## src/rtl/aes_pkg.sv

```systemverilog
// Shared types and constants for the AES block feeder.
package aes_pkg;

  localparam int AES_BLK_W     = 128;
  localparam int AES_WORD_W    = 32;
  localparam int WORDS_PER_BLK = 4;

  // Feeder control states: gather words, fire the core, wait for it.
  typedef enum logic [1:0] {
    ST_COLLECT = 2'd0,
    ST_ISSUE   = 2'd1,
    ST_WAIT    = 2'd2
  } feed_state_e;

  // A word closes its block when it fills the last slot or ends the message.
  function automatic logic is_final_word(input logic [1:0] idx, input logic last);
    return (idx == 2'd3) || last;
  endfunction

endpackage

```

## src/rtl/aes_word_packer.sv

```systemverilog
// Packs 32-bit words big-endian into a 128-bit block; zero-fills the tail
// of a block cut short by the message's last word.
module aes_word_packer
  import aes_pkg::*;
(
  input  logic                  clk,
  input  logic                  rst,
  input  logic                  accept,
  input  logic [AES_WORD_W-1:0] word,
  input  logic                  last,
  output logic [AES_BLK_W-1:0]  blk,
  output logic [1:0]            idx,
  output logic                  blk_done,
  output logic                  blk_partial
);

  logic [1:0]           idx_r;
  logic [1:0]           idx_next_s;
  logic [AES_BLK_W-1:0] blk_r;
  logic [AES_BLK_W-1:0] blk_next_s;
  logic                 final_s;

  // Next block contents and word index for the current transfer.
  always_comb begin
    final_s    = is_final_word(idx_r, last);
    blk_next_s = blk_r;
    idx_next_s = idx_r;
    if (accept) begin
      for (int j = 0; j < WORDS_PER_BLK; j++) begin
        if (2'(j) == idx_r) begin
          blk_next_s[AES_BLK_W-1-AES_WORD_W*j -: AES_WORD_W] = word;
        end else if (last && (2'(j) > idx_r)) begin
          blk_next_s[AES_BLK_W-1-AES_WORD_W*j -: AES_WORD_W] = {AES_WORD_W{1'b0}};
        end else begin
          blk_next_s[AES_BLK_W-1-AES_WORD_W*j -: AES_WORD_W] = blk_r[AES_BLK_W-1-AES_WORD_W*j -: AES_WORD_W];
        end
      end
      idx_next_s = final_s ? 2'd0 : (idx_r + 2'd1);
    end else begin
      idx_next_s = idx_r;
    end
  end

  // Assembly register and index; reset discards any partial block.
  always_ff @(posedge clk) begin
    if (rst) begin
      idx_r <= 2'd0;
      blk_r <= {AES_BLK_W{1'b0}};
    end else begin
      idx_r <= idx_next_s;
      blk_r <= blk_next_s;
    end
  end

  assign blk         = blk_r;
  assign idx         = idx_r;
  assign blk_done    = accept && final_s;
  assign blk_partial = accept && last && (idx_r != 2'd3);

endmodule

```

## src/rtl/aes_block_feeder.sv

```systemverilog
// Streams 32-bit words into 128-bit blocks and hands each block to an AES
// core with a start pulse, chaining flag and bounded wait for completion.
module aes_block_feeder
  import aes_pkg::*;
#(
  parameter int TIMEOUT_CYC = 1024,
  parameter int CNT_W       = 16
) (
  input  logic                  aes_clk,
  input  logic                  aes_rst,
  input  logic                  s_valid,
  output logic                  s_ready,
  input  logic [AES_WORD_W-1:0] s_data,
  input  logic                  s_last,
  input  logic                  cfg_decipher,
  output logic [AES_BLK_W-1:0]  aes_data_in,
  output logic                  aes_cipher_en,
  output logic                  aes_decipher_en,
  output logic                  aes_chain_en,
  input  logic                  aes_ready,
  output logic                  busy,
  output logic [CNT_W-1:0]      blk_cnt,
  output logic                  err_partial,
  output logic                  err_timeout
);

  localparam int               TMO_W    = $clog2(TIMEOUT_CYC + 1);
  localparam logic [TMO_W-1:0] TMO_LAST = TMO_W'(TIMEOUT_CYC - 1);

  feed_state_e      state_r, state_next_s;
  logic             s_ready_r, busy_r, cipher_en_r, decipher_en_r, chain_en_r;
  logic             mode_r, mode_next_s;
  logic             first_flag_r, first_flag_next_s;
  logic             err_partial_r, err_partial_next_s;
  logic             err_timeout_r, err_timeout_next_s;
  logic             chain_next_s;
  logic [CNT_W-1:0] blk_cnt_r, cnt_base_s, cnt_next_s;
  logic [TMO_W-1:0] tmo_r, tmo_next_s;
  logic             accept_s, first_word_s, issue_start_s, tmo_fire_s;
  logic [1:0]       pk_idx_s;
  logic             pk_done_s, pk_partial_s;

  assign accept_s = s_valid && s_ready_r;

  aes_word_packer u_packer (
    .clk         (aes_clk),
    .rst         (aes_rst),
    .accept      (accept_s),
    .word        (s_data),
    .last        (s_last),
    .blk         (aes_data_in),
    .idx         (pk_idx_s),
    .blk_done    (pk_done_s),
    .blk_partial (pk_partial_s)
  );

  // Next state plus next values of every flag, counter and output.
  always_comb begin
    state_next_s = state_r;
    tmo_fire_s   = 1'b0;
    first_word_s = accept_s && first_flag_r && (pk_idx_s == 2'd0);
    mode_next_s  = first_word_s ? cfg_decipher : mode_r;
    case (state_r)
      ST_COLLECT: begin
        if (pk_done_s) begin
          state_next_s = ST_ISSUE;
        end else begin
          state_next_s = ST_COLLECT;
        end
      end
      ST_ISSUE: state_next_s = ST_WAIT;
      ST_WAIT: begin
        if (aes_ready) begin
          state_next_s = ST_COLLECT;
        end else if (tmo_r == TMO_LAST) begin
          state_next_s = ST_COLLECT;
          tmo_fire_s   = 1'b1;
        end else begin
          state_next_s = ST_WAIT;
        end
      end
      default: state_next_s = ST_COLLECT;
    endcase

    issue_start_s = (state_r == ST_COLLECT) && (state_next_s == ST_ISSUE);
    tmo_next_s    = (state_r == ST_WAIT) ? (tmo_r + TMO_W'(1)) : {TMO_W{1'b0}};

    // The final word's s_last decides whether the next block starts a new chain.
    if (tmo_fire_s) begin
      first_flag_next_s = 1'b1;
    end else if (issue_start_s) begin
      first_flag_next_s = s_last;
    end else begin
      first_flag_next_s = first_flag_r;
    end

    chain_next_s = issue_start_s ? !first_flag_r : chain_en_r;

    cnt_base_s = first_word_s ? {CNT_W{1'b0}} : blk_cnt_r;
    if (issue_start_s && (cnt_base_s != {CNT_W{1'b1}})) begin
      cnt_next_s = cnt_base_s + CNT_W'(1);
    end else begin
      cnt_next_s = cnt_base_s;
    end

    if (pk_partial_s) begin
      err_partial_next_s = 1'b1;
    end else if (first_word_s) begin
      err_partial_next_s = 1'b0;
    end else begin
      err_partial_next_s = err_partial_r;
    end

    if (tmo_fire_s) begin
      err_timeout_next_s = 1'b1;
    end else if (first_word_s) begin
      err_timeout_next_s = 1'b0;
    end else begin
      err_timeout_next_s = err_timeout_r;
    end
  end

  // State and registered outputs; pulses are registered off the next state.
  always_ff @(posedge aes_clk) begin
    if (aes_rst) begin
      state_r       <= ST_COLLECT;
      s_ready_r     <= 1'b0;
      busy_r        <= 1'b0;
      cipher_en_r   <= 1'b0;
      decipher_en_r <= 1'b0;
      chain_en_r    <= 1'b0;
      mode_r        <= 1'b0;
      first_flag_r  <= 1'b1;
      err_partial_r <= 1'b0;
      err_timeout_r <= 1'b0;
      blk_cnt_r     <= {CNT_W{1'b0}};
      tmo_r         <= {TMO_W{1'b0}};
    end else begin
      state_r       <= state_next_s;
      s_ready_r     <= (state_next_s == ST_COLLECT);
      busy_r        <= (state_next_s != ST_COLLECT);
      cipher_en_r   <= issue_start_s && !mode_next_s;
      decipher_en_r <= issue_start_s && mode_next_s;
      chain_en_r    <= chain_next_s;
      mode_r        <= mode_next_s;
      first_flag_r  <= first_flag_next_s;
      err_partial_r <= err_partial_next_s;
      err_timeout_r <= err_timeout_next_s;
      blk_cnt_r     <= cnt_next_s;
      tmo_r         <= tmo_next_s;
    end
  end

  assign s_ready         = s_ready_r;
  assign busy            = busy_r;
  assign aes_cipher_en   = cipher_en_r;
  assign aes_decipher_en = decipher_en_r;
  assign aes_chain_en    = chain_en_r;
  assign blk_cnt         = blk_cnt_r;
  assign err_partial     = err_partial_r;
  assign err_timeout     = err_timeout_r;

endmodule

```

## config.mk

```make
export PLATFORM = sky130hd
export DESIGN_NAME = aes_block_feeder
export DESIGN_NICKNAME = d
export VERILOG_FILES = /design/src/rtl/aes_pkg.sv /design/src/rtl/aes_word_packer.sv /design/src/rtl/aes_block_feeder.sv
export SDC_FILE = /design/constraint.sdc
export NUM_CORES = 1
export LEC_CHECK = 0
export CORE_ASPECT_RATIO = 1.25
export CORE_UTILIZATION = 42
export DETAILED_ROUTE_END_ITERATION = 6
export GPL_TIMING_DRIVEN = 0
export PLACE_DENSITY = 0.75
export SKIP_CTS_REPAIR_TIMING = 1
export SLEW_MARGIN = 0
export SYNTH_ARGS = -nofsm -noshare
export SYNTH_HDL_FRONTEND = slang
export SYNTH_SLANG_ARGS = --single-unit
```

## constraint.sdc

```tcl
create_clock -name aes_clk -period 2.92 [get_ports aes_clk]
set_input_delay 0.876 -clock aes_clk [delete_from_list [all_inputs] [get_ports aes_clk]]
set_output_delay 0.876 -clock aes_clk [all_outputs]
set_load 0.01 [all_outputs]
```

==> results by group <==
STA
  • Fin crit period: roughly 2800 ps
  • Final Skew: approximately 8.4 ps
  • Final Cycle Share: a little over nine tenths
  • Final Hold Fails: 0
  • Maximum clock rate: around 360 MHz
  • Setup violators final: 0
  • Final WS setup: around 150 ps
  • Hold WS: about 450 ps
  • Slew Limit Fails: 0
  • Least-Margin Pin Slew: 633 ps
  • Slew margin rel.: between 50% and 60%

CTS
  • Clk sinks: approximately 170
  • Num CTS Buffers: 17
  • Worst-path clk slew: approximately 60 ps
  • CTS root buffer: clkbuf_16
  • Clock Latency Late Sink: 430 ps
  • Number of H-tree levels: 4
  • Deepest clock path buffer count: 2
  • Clock tree from TritonCTS: yes

Routing
  • WL/cell: 16.7 um
  • Drt drc: 11
  • DRT iter0 DRCs: 360
  • Final wirelength: ~19 mm
  • First-pass DRT Iterations: 7
  • Final ANT Viol Nets: 0
  • Via density: 5.35
  • DR vias: around 6100

Yosys
  • Syn Area/Cell: 8.41 um2
  • Main synth FF type: dfxtp_1
  • Post-synth top area cell: dfxtp_1
  • Cell Area, Synth: around 6300 um2
  • Ranking of synthesized cells by area: dfxtp_1 (53%), nand2_1 (8.7%), a21oi_1 (8.4%)
  • Post-synth top area share: ~53%
  • Count leader, synth: dfxtp_1
  • Post-synthesis cell type count: 40
  • Syn nets: a little under 800
  • Sequential fraction of the synthesis area: 53.4%
  • Post-synthesis async set-or-reset flop share: 0%
  • Top post-synthesis cells by count: dfxtp_1 (168), nand2_1 (146), a21oi_1 (106)
  • Mapped Cells: roughly 750
  • Flop and latch count out of synthesis: between 150 and 200
  • Syn. warnings: 0
  • Post-synth EDFFs: 0

Run status
  • Status: finished with violations
  • Failing checks: design-rule violations

GRT
  • Total gr overflow: 0
  • Most Crowded Layer GR: met2
  • Largest net degree at the start of global routing: 17
  • GR Util met2: between 40% and 50%
  • Routing usage on met3: between 6 and 7%
  • GRT Overall Usage: between 20% and 30%
  • M1 GR Usage: between 20 and 30%
  • First-pass GRT wire length: ~30 mm
  • Initial antenna violation count: 0
  • Vias in the first global route: 5653

Critical path
  • Critical path origin: u_packer.idx[0]
  • Crit path max fanout: 10
  • Startpoint types: flip-flop
  • Critical Path Sink: blk_cnt[5]
  • CP Class: reg2reg
  • R2R cell count: 12
  • Critical Path End Type: flip-flop
  • CP Data Arrival Time: just over 3000 ps
  • Critical path required time: approximately 3200 ps
  • Reg-to-reg endpoint: blk_cnt[5]
  • Reg-to-Reg Start: u_packer.idx[0]
  • Reg-to-reg slack, setup: 150 ps

Pwr
  • Maximum VDD drop: 0.337 mV
  • Total Power: about 5 mW
  • Leak Pwr: 3.01 nW
  • Pwr dens: roughly 560 nW/um2

Floorplanning
  • Starting density of the core: approximately 43%
  • Die footprint: 15500 um2
  • Std-Cell Rows: 49
  • Die H: 139 um
  • Core area: between 10000 and 15000 um2
  • Io pins: between 150 and 200
  • Die Width: 111 um

Cells and area
  • Layout cell share with drive strength beyond 1: about 4.7%
  • Area Overhead vs Synth: 43.2%
  • Nets: between 1000 and 1500
  • Fin cells: around 1100
  • Ant. Diodes: 0

Placed design
  • Hpwl dp: 13.9 mm
  • GP Congestion: around 0.84
  • Setup WS pre-CTS: -168 ps
  • I/O Buffers: between 150 and 200
  • Placed instance count: between 1000 and 1500

Run
  • MaxCap Viol Count: 0

Hold path
  • HP Class: reg2reg
layout by cell type, fill, tap and decap left out, types with 17 or more instances in the layout:
cell	n
clkbuf_16	17
nor2_1	68
clkbuf_1	52
dfxtp_1	168
clkdlybuf4s50_1	186
a22oi_1	32
a21oi_1	106
nand2_1	146
nand3_1	77
power by group:
part / switching (mW) / total (mW) / internal, mW
Sequential: 0.0198 / 2.35 / 2.33
Clock: 0.909 / 2.29 / 1.39
Combinational: 0.221 / 0.370 / 0.148
stage by stage:
stage | utilization (%) | cell area, um2 | TNS, ps
2_1_floorplan | - | 6290 | 0
3_3_place_gp | 57.7 | 8380 | -361
3_5_place_dp | 57.7 | 8380 | -653
4_1_cts | 61.8 | 8980 | 0
5_1_grt | 62.0 | 9010 | -23.4
6_report | 62.0 | 9010 | 0
registers in the layout (all words and copies together), names as in the netlist:
name	cells
blk_cnt	16
err_timeout	1
u_packer.idx	2
aes_cipher_en	1
s_ready	1
u_packer.blk	128
aes_chain_en	1
state_r	2
err_partial	1
busy	1
first_flag_r	1
mode_r	1
tmo_r	11
aes_decipher_en	1
critical path, stage by stage (launching register included):
cell	delay, ps
dfxtp_1	380
inv_1	110
ha_1	270
nand4_1	120
buf_4	180
and2_1	180
ha_1	230
nand2_1	110
or4_4	530
buf_6	150
o2111ai_2	170
xor2_1	160
nor2_1	50
kinds of logic after synthesis:
group / share of synthesized area, %
AOI/OAI and AO/OA: 14.2
adders and majority gates: 1.19
muxes: 0.636
and+or+nand+nor: 23.9
buffers and inverters: 4.08
xor gates and xnor gates: 2.51
DFF: 53.4
worst min-delay path by stage:
stage	slack [ps]	depth (start not counted)	startpoint	endpoint
finish	450	2	u_packer.blk[58]	u_packer.blk[58]
global route	470	2	u_packer.blk[117]	u_packer.blk[117]
CTS	450	2	u_packer.blk[93]	u_packer.blk[93]
detailed placement	440	2	u_packer.blk[93]	u_packer.blk[93]
global placement	440	2	u_packer.blk[35]	u_packer.blk[35]
floorplan	430	1	tmo_r[0]	tmo_r[0]
area by class of cell:
type	count	area (um2)
Multi-Input combinational cell	520	2670
Clock inverter	11	149
Buffer	56	241
Clock buffer	20	457
Inverter	4	15.0
Sequential cell	168	3360
Fill cell	1258	5520
Timing Repair Buffer	190	1890
Tap cell	178	223
per-layer routing:
metal / wire, um / share of wire [%] / vias up
li1: - / - / 2972
met1: 7920 / 41 / 2898
met2: 9460 / 49 / 216
met3: 1140 / 5.9 / 45
met4: 680 / 3.5 / 0
met5: 0 / 0 / -
(Power assumes the default switching activity.)
